### config.mk
export PLATFORM = sky130hd
export DESIGN_NAME = adler32_par
export DESIGN_NICKNAME = d
export VERILOG_FILES = /design/src/rtl/adler32_par.sv
export SDC_FILE = /design/constraint.sdc
export NUM_CORES = 1
export LEC_CHECK = 0
export CAP_MARGIN = 0
export CORE_MARGIN = 5
export CORE_UTILIZATION = 35
export CTS_CLUSTER_DIAMETER = 80
export CTS_CLUSTER_SIZE = 16
export DETAILED_ROUTE_END_ITERATION = 12
export HOLD_SLACK_MARGIN = 0.12
export MAX_ROUTING_LAYER = met4
export PLACE_DENSITY = 0.55
export REMOVE_ABC_BUFFERS = 1
export SYNTH_ARGS = -nofsm -noshare
export SYNTH_HDL_FRONTEND = slang
export SYNTH_SLANG_ARGS = --single-unit
export TNS_END_PERCENT = 50
### constraint.sdc
create_clock -name clk -period 5.55 [get_ports clk]
set_clock_uncertainty 0.15 [all_clocks]
set_input_delay 0.8325 -clock clk [delete_from_list [all_inputs] [get_ports clk]]
set_output_delay 0.8325 -clock clk [all_outputs]
set_load 0.02 [all_outputs]
### src/rtl/adler32_par.sv
// Adler-32 over a beat stream with val/rdy input; PAR_BYTES bytes are folded per clock, MSB first.
// Define ADLER32_PAR_SEED_EN to add seed_i, which loads {s2, s1} on start_i.
module adler32_par #(
  parameter int unsigned DATA_BYTES = 4,
  parameter int unsigned PAR_BYTES  = 1,
  parameter int unsigned NUM_WD     = (DATA_BYTES > 1) ? $clog2(DATA_BYTES) : 1
) (
  input  logic                    clk,
  input  logic                    rstn,
  input  logic                    start_i,
`ifdef ADLER32_PAR_SEED_EN
  input  logic [31:0]             seed_i,
`endif
  input  logic                    val_i,
  output logic                    rdy_o,
  input  logic [8*DATA_BYTES-1:0] dat_i,
  input  logic [NUM_WD-1:0]       num_i,
  input  logic                    lst_i,
  output logic                    busy_o,
  output logic                    val_o,
  output logic                    done_o,
  output logic [31:0]             dat_o
);

  localparam int unsigned CntW = $clog2(DATA_BYTES + 1);
  localparam logic [16:0] Mod  = 17'd65521;

  typedef enum logic [1:0] {StIdle, StActv, StProc} state_e;

  state_e                  state_q, state_d;
  logic [15:0]             s1_q, s1_d, s2_q, s2_d;
  logic [8*DATA_BYTES-1:0] buf_q, buf_d;
  logic [CntW-1:0]         cnt_q, cnt_d;
  logic                    lst_q, lst_d;
  logic                    val_q, val_d;
  logic                    done_q, done_d;
  logic [31:0]             init_val;
  logic [15:0]             fold_s1, fold_s2;

`ifdef ADLER32_PAR_SEED_EN
  assign init_val = seed_i;
`else
  assign init_val = 32'h0000_0001;
`endif

  // Byte steps chained combinationally; bytes at or past the remaining count pass s1/s2 through.
  always_comb begin
    logic [16:0] t1;
    logic [17:0] t2;
    logic [15:0] a1, a2;
    logic [7:0]  d;
    a1 = s1_q;
    a2 = s2_q;
    t1 = '0;
    t2 = '0;
    d  = '0;
    for (int j = 0; j < int'(PAR_BYTES); j++) begin
      d  = buf_q[8*DATA_BYTES-1-8*j -: 8];
      t1 = {1'b0, a1} + {9'b0, d};
      if (t1 >= Mod) t1 = t1 - Mod;
      t2 = {2'b00, a2} + {2'b00, t1[15:0]};
      if (t2 >= 18'd131042)     t2 = t2 - 18'd131042;
      else if (t2 >= 18'd65521) t2 = t2 - 18'd65521;
      if (j < int'(cnt_q)) begin
        a1 = t1[15:0];
        a2 = t2[15:0];
      end
    end
    fold_s1 = a1;
    fold_s2 = a2;
  end

  always_comb begin
    state_d = state_q;
    s1_d    = s1_q;
    s2_d    = s2_q;
    buf_d   = buf_q;
    cnt_d   = cnt_q;
    lst_d   = lst_q;
    val_d   = 1'b0;
    done_d  = 1'b0;
    unique case (state_q)
      StIdle: begin
        if (start_i) begin
          state_d = StActv;
          s1_d    = init_val[15:0];
          s2_d    = init_val[31:16];
        end
      end
      StActv: begin
        // Restart wins over a beat offered in the same cycle; that beat is dropped.
        if (start_i) begin
          s1_d = init_val[15:0];
          s2_d = init_val[31:16];
        end else if (val_i) begin
          buf_d   = dat_i;
          cnt_d   = CntW'(num_i) + CntW'(1);
          lst_d   = lst_i;
          state_d = StProc;
        end
      end
      StProc: begin
        s1_d  = fold_s1;
        s2_d  = fold_s2;
        buf_d = buf_q << (8 * PAR_BYTES);
        if (cnt_q <= CntW'(PAR_BYTES)) begin
          cnt_d   = '0;
          val_d   = 1'b1;
          done_d  = lst_q;
          state_d = lst_q ? StIdle : StActv;
        end else begin
          cnt_d = cnt_q - CntW'(PAR_BYTES);
        end
      end
      default: state_d = StIdle;
    endcase
  end

  always_ff @(posedge clk or negedge rstn) begin
    if (!rstn) begin
      state_q <= StIdle;
      s1_q    <= '0;
      s2_q    <= '0;
      buf_q   <= '0;
      cnt_q   <= '0;
      lst_q   <= 1'b0;
      val_q   <= 1'b0;
      done_q  <= 1'b0;
    end else begin
      state_q <= state_d;
      s1_q    <= s1_d;
      s2_q    <= s2_d;
      buf_q   <= buf_d;
      cnt_q   <= cnt_d;
      lst_q   <= lst_d;
      val_q   <= val_d;
      done_q  <= done_d;
    end
  end

  assign rdy_o  = (state_q == StActv);
  assign busy_o = (state_q != StIdle);
  assign val_o  = val_q;
  assign done_o = done_q;
  assign dat_o  = {s2_q, s1_q};

endmodule

==> results of run 1 <==
## state kept, by name (all words and copies together), names as in the netlist
register,count
buf_q,32
s1_q,16
s2_q,16
cnt_q,3
state_q,2
done_o,1
lst_q,1
val_o,1
## power by group through the flow
stage | Combinational, mW | Clock (mW) | Sequential (mW)
after floorplan | 1.86 | 0 | 0.883
final | 4.14 | 0.614 | 0.851
after detailed placement | 3.63 | 0 | 0.857
after global routing | 4.52 | 0.648 | 0.873
after CTS | 3.88 | 0.628 | 0.851
after global placement | 3.56 | 0 | 0.854
## stage by stage
step	instance area [um2]	hold WS (ps)	std cells
floorplan	5560	299	631
global placement	7630	309	1062
detailed placement	7630	319	1062
CTS	8200	336	1090
global route	8480	347	1099
finish	8480	331	1099
## final timing paths
check                                  to  depth (start not counted)      start  slack [ps]
worst max-delay path              s2_q[9]                         23    s1_q[0]        -380
worst max register to register    s2_q[9]                         23    s1_q[0]        -380
max in group asynchronous       buf_q[31]                          1       rstn        4120
worst min-delay path            buf_q[28]                          2  buf_q[20]         330
min in group asynchronous         s2_q[6]                          1       rstn         490
worst min register to register  buf_q[28]                          2  buf_q[20]         330
## critical path, stage by stage (launching register included)
cell	delay, ps
dfrtp_1	380
ha_2	200
fa_2	370
a211o_1	350
a2111o_1	420
o311ai_4	100
o2111ai_2	160
nor4_1	290
a21o_2	320
nand2_1	130
xor2_2	180
ha_1	340
and3_4	210
a221oi_4	60
buf_6	140
nor4bb_4	430
or4_4	220
nand4_4	90
nand4b_4	250
buf_4	190
o31a_1	280
a21oi_2	170
mux2_1	340
o211ai_1	90
## per-layer routing
metal	wire length, um	GRT usage	vias up
li1	-	-	2864
met1	8090	0.258	2800
met2	8630	0.314	114
met3	754	0.0279	24
met4	366	0.0631	0
met5	0	-	-
## layout make-up
type,instances,area [um2],share of cell area
Clock buffer,9,225,0.0266
Sequential cell,72,1800,0.213
Multi-Input combinational cell,540,4050,0.477
Timing Repair Buffer,236,1980,0.234
Clock inverter,7,80.1,0.00945
Inverter,19,71.3,0.00841
Tap cell,216,270,0.0319
## cell families after synthesis
kind of cell             after synthesis  synth area share
XOR/XNOR                              37            0.0579
flip-flops                            72             0.315
AND/OR/NAND/NOR                      235             0.206
AO/OA/AOI/OAI                        200             0.241
buffers and inverters                 55            0.0413
multiplexers                          30            0.0531
adder cells (fa/ha/maj)               38            0.0857
## layout by cell type (no fill, tap or decap), types with 12 or more instances in the layout
master	Yosys	final
nand3_1	18	15
nor2_1	45	40
a21oi_1	39	36
nand2_1	93	91
dfrtp_1	72	72
ha_1	36	34
xor2_1	14	12
buf_4	1	155
a21o_1	15	14
clkdlybuf4s50_1	0	73
xnor2_1	22	15
mux2i_1	27	27
o21ai_0	54	51
inv_1	18	17
## repair_timing
| action | CTS | global route |
|---|---|---|
| resized for setup | 40 | 38 |
| buffers inserted | 12 | 9 |
| setup endpoints to repair | 16 | 16 |
| pin swaps | 25 | 37 |
==> impl_metrics.py, run 1 <==
metrics = {
    "status": {
        "status": "finished with violations",
        "violations": "negative setup slack",
    },
    "yosys": {
        "synthCells": 667,
        "yosysUniqueCellTypes": 85,
        "synth_common_cells": "nand2_1, dfrtp_1, o21ai_0",
        "synth_top_area_frac": 0.315,
        "syn_area_um2": 5720,
        "synth.area.top_cells": "dfrtp_1, ha_1, nand2_1",
        "avgSynthCellArea_um2": 8.58,
        "synth_edf_count": 0,
        "yosysWarnings": 0,
        "yosys.area.top_type": "dfrtp_1",
        "yosysSeqAreaShare": 0.315,
        "yosysMostFrequentCell": "nand2_1",
        "async_reset_ff_frac": 1.00,
        "ys_ff_latch": 72,
        "synth_ff_type": "dfrtp_1",
    },
    "global_routing": {
        "gr-usage-all-layers": 0.196,
        "antenna_found_initial": 0,
        "grt_max_degree": 73,
        "grt_pass1_wl_mm": 29.1,
        "grt-ovfl-total": 0,
        "grt_pass1_vias": 5871,
    },
    "final_layout": {
        "antennaDiodeCount": 0,
        "syn_to_final_growth_pct": 48.2,
        "nets": 955,
        "drive_gt1_frac": 0.292,
        "fill_cells": 1455,
        "fin_util": 0.532,
    },
    "power_and_ir_drop": {
        "ir_worst_vdd_mv": 0.327,
        "power_density_nw_per_um2": 661,
        "internal-power_mw": 3.13,
        "pwr-share-clk": 0.110,
        "p_sw_mw": 2.47,
        "power_frac_seq": 0.152,
        "cellLeakagePower_nw": 3.79,
        "fin_total_pwr_mw": 5.60,
        "swShare": 0.441,
        "power_frac_comb": 0.739,
    },
    "clock_tree": {
        "clkSlewWorstSetupHoldPaths_ps": 70,
        "ctsHtreeMaxLevel": 3,
        "clockRootBuffer": "clkbuf_16",
        "cts.path.max_buffers": 2,
        "cts_inserted_buffers": 9,
        "clkSinkCount": 72,
        "cts_tree": "done",
        "clk-insertion-delay-late_ps": 350,
        "cts_hold_buf": 0,
    },
    "drt": {
        "ant_nets": 0,
        "vias": 5802,
        "wire_per_inst_um": 16.2,
        "first_pass_iters": 4,
        "wirelength_mm": 17.8,
        "drc_errors": 0,
        "drt_iter0_drc": 355,
        "vias_per_cell": 5.28,
    },
    "timing": {
        "fmax_mhz": 169,
        "period_needed_ps": 5930,
        "final_max_slew_viol_count": 0,
        "finalSetupViolations": 16,
        "rsz0062_at_grt": "true",
        "finalHoldViolCount": 0,
        "worst_pin_slew_ps": 999,
        "timing.final.ws_setup_ps": -384,
        "final.setup.tns_ps": -4490,
        "period_share": 1.07,
        "maxSlewHeadroom": 0.333,
    },
    "placed_design": {
        "hpwl_mm": 12.9,
        "routabilityCongestion": 0.972,
        "post-place-ws_ps": -640,
        "io_buffers": 74,
    },
    "critical_path": {
        "start_kind": "flop",
        "endpoint_kind": "flop",
        "crit_fanout": 8,
        "arrival_ps": 6050,
        "critPathRequiredTime_ps": 5660,
        "crit_type": "reg -> reg",
    },
    "job": {
        "max_cap_viol_count": 0,
    },
    "die": {
        "io_pins": 75,
        "core.rowCount": 46,
        "die_y_um": 138,
        "die_x_um": 138,
        "dieArea_um2": 19000,
        "start_util": 0.359,
        "coreArea_um2": 15900,
    },
    "hold_path": {
        "hold_path_class": "reg -> reg",
    },
}
Note: power is estimated with default switching activity, not from simulation.
==> run 2, diff against run 1 <==
CELL_PAD_IN_SITES_DETAIL_PLACEMENT = 1   (was default)
CELL_PAD_IN_SITES_GLOBAL_PLACEMENT = 1   (was default)
GPL_ROUTABILITY_DRIVEN = 0   (was default)
PLACE_DENSITY = 0.7   (was 0.55)
==> run 2 against run 1 <==
  * The flow still finishes with violations (negative setup slack)
  * Hold slack improved by 3.6 ps
  * Routed wire length up 31%
  * First-iteration DRC count increased by 17%
  * Non-clock buffer count increased by 13
  * Worst setup slack got worse by 330 ps
  * Sequential share of layout area is 0.28 points lower
  * Design area up 1.4%
==> impl_metrics.py, run 2 (synthesized netlist as in run 1, its figures left out) <==
metrics = {
    "status": {
        "status": "finished with violations",
        "violations": "negative setup slack",
    },
    "final_layout": {
        "drive_gt1_frac": 0.308,
        "largest-register": "buf_q",
        "final_cells": 1112,
        "mostFrequentLayoutCell": "buf_4",
        "final_cell_mix": "buf_4, nand2_1, clkdlybuf4s50_1",
        "nets": 968,
        "stdcell_area_um2": 8590,
        "largest_reg_flops": 32,
        "syn_to_final_growth_pct": 50.2,
        "fill_cells": 1871,
        "reg_top3": "buf_q x32, s1_q x16, s2_q x16",
        "antennaDiodeCount": 0,
    },
    "power_and_ir_drop": {
        "internal-power_mw": 3.11,
        "cellLeakagePower_nw": 3.81,
        "swShare": 0.470,
        "p_sw_mw": 2.76,
        "power_frac_comb": 0.751,
        "power_frac_seq": 0.147,
        "ir_worst_vdd_mv": 0.285,
        "power_density_nw_per_um2": 683,
        "pwr-share-clk": 0.101,
    },
    "critical_path": {
        "crit_type": "reg -> reg",
        "rr_startpoint": "buf_q[24]",
        "cp_slowest_stage_delay_ps": 410,
        "r2r_slack_ps": -710,
        "crit_fanout": 7,
        "cp_top_family": "compound AO/OA/AOI/OAI gates",
        "startpoint": "buf_q[24]",
        "critPathRequiredTime_ps": 5630,
        "worst-path-buf-inv": 4,
        "cp.depth": 25,
        "r2r_end": "s2_q[13]",
        "arrival_ps": 6350,
        "rr_worst_depth": 25,
        "start_kind": "flop",
        "crit_path_top_delay_cell": "a2111o_1",
        "endpoint_kind": "flop",
    },
    "clock_tree": {
        "ctsHtreeMaxLevel": 3,
        "cts_inserted_buffers": 9,
        "clk-insertion-delay-late_ps": 370,
        "clkSlewWorstSetupHoldPaths_ps": 70,
        "clockRootBuffer": "clkbuf_16",
        "cts.path.max_buffers": 2,
        "cts_tree": "done",
        "clkSinkCount": 72,
    },
    "die": {
        "dieArea_um2": 19000,
        "start_util": 0.359,
        "core.rowCount": 46,
        "die_x_um": 138,
        "io_pins": 75,
        "die_y_um": 138,
        "coreArea_um2": 15900,
    },
    "drt": {
        "wirelength_mm": 23.3,
        "first_pass_iters": 5,
        "drt_iter0_drc": 416,
        "vias_per_cell": 5.64,
        "vias": 6269,
        "ant_nets": 0,
        "wire_per_inst_um": 20.9,
        "drc_errors": 0,
    },
    "global_routing": {
        "grt_pass1_vias": 6964,
        "grt_max_degree": 73,
        "grt_pass1_wl_mm": 36.1,
        "grt-ovfl-total": 0,
        "gr-usage-all-layers": 0.250,
        "antenna_found_initial": 0,
    },
    "timing": {
        "rsz0062_at_grt": "true",
        "period_needed_ps": 6260,
        "finalSetupViolations": 16,
        "timing.final.ws_setup_ps": -713,
        "fmax_mhz": 160,
        "finalHoldViolCount": 0,
        "period_share": 1.13,
        "worst_pin_slew_ps": 1270,
        "final_max_slew_viol_count": 0,
        "maxSlewHeadroom": 0.154,
        "hold_ws_ps": 335,
    },
    "hold_path": {
        "hold_depth": 2,
        "worstHoldStart": "buf_q[6]",
        "hold_path_class": "reg -> reg",
        "hold_end": "buf_q[14]",
    },
    "job": {
        "max_cap_viol_count": 0,
    },
    "placed_design": {
        "io_buffers": 74,
        "placed_cell_area_um2": 7660,
        "dpl.cell_count": 1066,
        "hpwl_mm": 15.0,
    },
}
==> run 2: cell types whose count changed in the layout (fill, tap and decap cells not counted), moves of 3 or more <==
| cell | previous run | this run |
|---|---|---|
| a21oi_1 | 36 | 33 |
| a21oi_2 | 2 | 6 |
| buf_4 | 155 | 171 |
| buf_6 | 8 | 3 |
| inv_6 | 1 | 4 |
==> run 2: through the flow <==
step	total power, mW	util	TNS (ps)	setup WS (ps)
2_1_floorplan	2.74	-	-5340	-561
4_1_cts	5.53	0.528	-4380	-334
3_3_place_gp	4.40	0.480	-5870	-443
6_report	5.87	0.539	-9520	-713
3_5_place_dp	4.62	0.480	-10540	-788
5_1_grt	6.24	0.539	-12490	-884
==> run 2: worst reg2reg max path, stage by stage, from the launching register on <==
cell and delay [ps]:
dfrtp_1 400, ha_2 210, fa_2 370, a211o_4 370, a2111o_1 410, o311ai_4 120
o2111ai_2 230, nor4_2 310, a21o_2 230, buf_12 130, xnor2_4 120, ha_2 210
inv_2 40, fa_2 330, nand3b_1 250, a21oi_4 240, o2111a_1 240, a311o_1 230
and4_4 290, nand4b_4 180, buf_6 180, nor4b_4 310, buf_4 180, a311oi_1 40
a41oi_1 230, o21ai_1 140
==> run 2: power groups by stage <==
| stage | Sequential (mW) | Combinational [mW] | Clock (mW) |
|---|---|---|---|
| detailed placement | 0.865 | 3.75 | 0 |
| finish | 0.865 | 4.41 | 0.594 |
| floorplan | 0.883 | 1.86 | 0 |
| global route | 0.886 | 4.72 | 0.631 |
| global placement | 0.852 | 3.54 | 0 |
| CTS | 0.861 | 4.07 | 0.599 |
==> run 2: area by class of cell <==
| class | instances | area (um2) | share of cell area |
|---|---|---|---|
| multi-input combinational | 540 | 4080 | 0.475 |
| sequential | 72 | 1800 | 0.210 |
| clock inverter | 7 | 61.3 | 0.00713 |
| clock buffer | 9 | 225 | 0.0262 |
| timing repair buffer | 249 | 2080 | 0.242 |
| tap | 216 | 270 | 0.0315 |
| inverter | 19 | 71.3 | 0.00830 |
==> run 2: worst max-delay path by stage <==
stage               slack (ps)        to
CTS                       -330  s2_q[10]
floorplan                 -560  s2_q[12]
global route              -880  s2_q[12]
detailed placement        -790  s2_q[10]
finish                    -710  s2_q[13]
global placement          -440  s2_q[14]
==> run 2: layer usage <==
metal	global-route usage	wire length (um)
met4	0.105	758
met2	0.433	12200
met5	-	0
met1	0.289	9410
met3	0.0363	896
==> run 2: what timing repair did <==
action / 4_1_cts / 5_1_grt
buffers inserted: 23 / 8
pin swaps: 40 / 25
resized for setup: 60 / 21
setup endpoints to repair: 16 / 16
hold buffers: 0 / 0
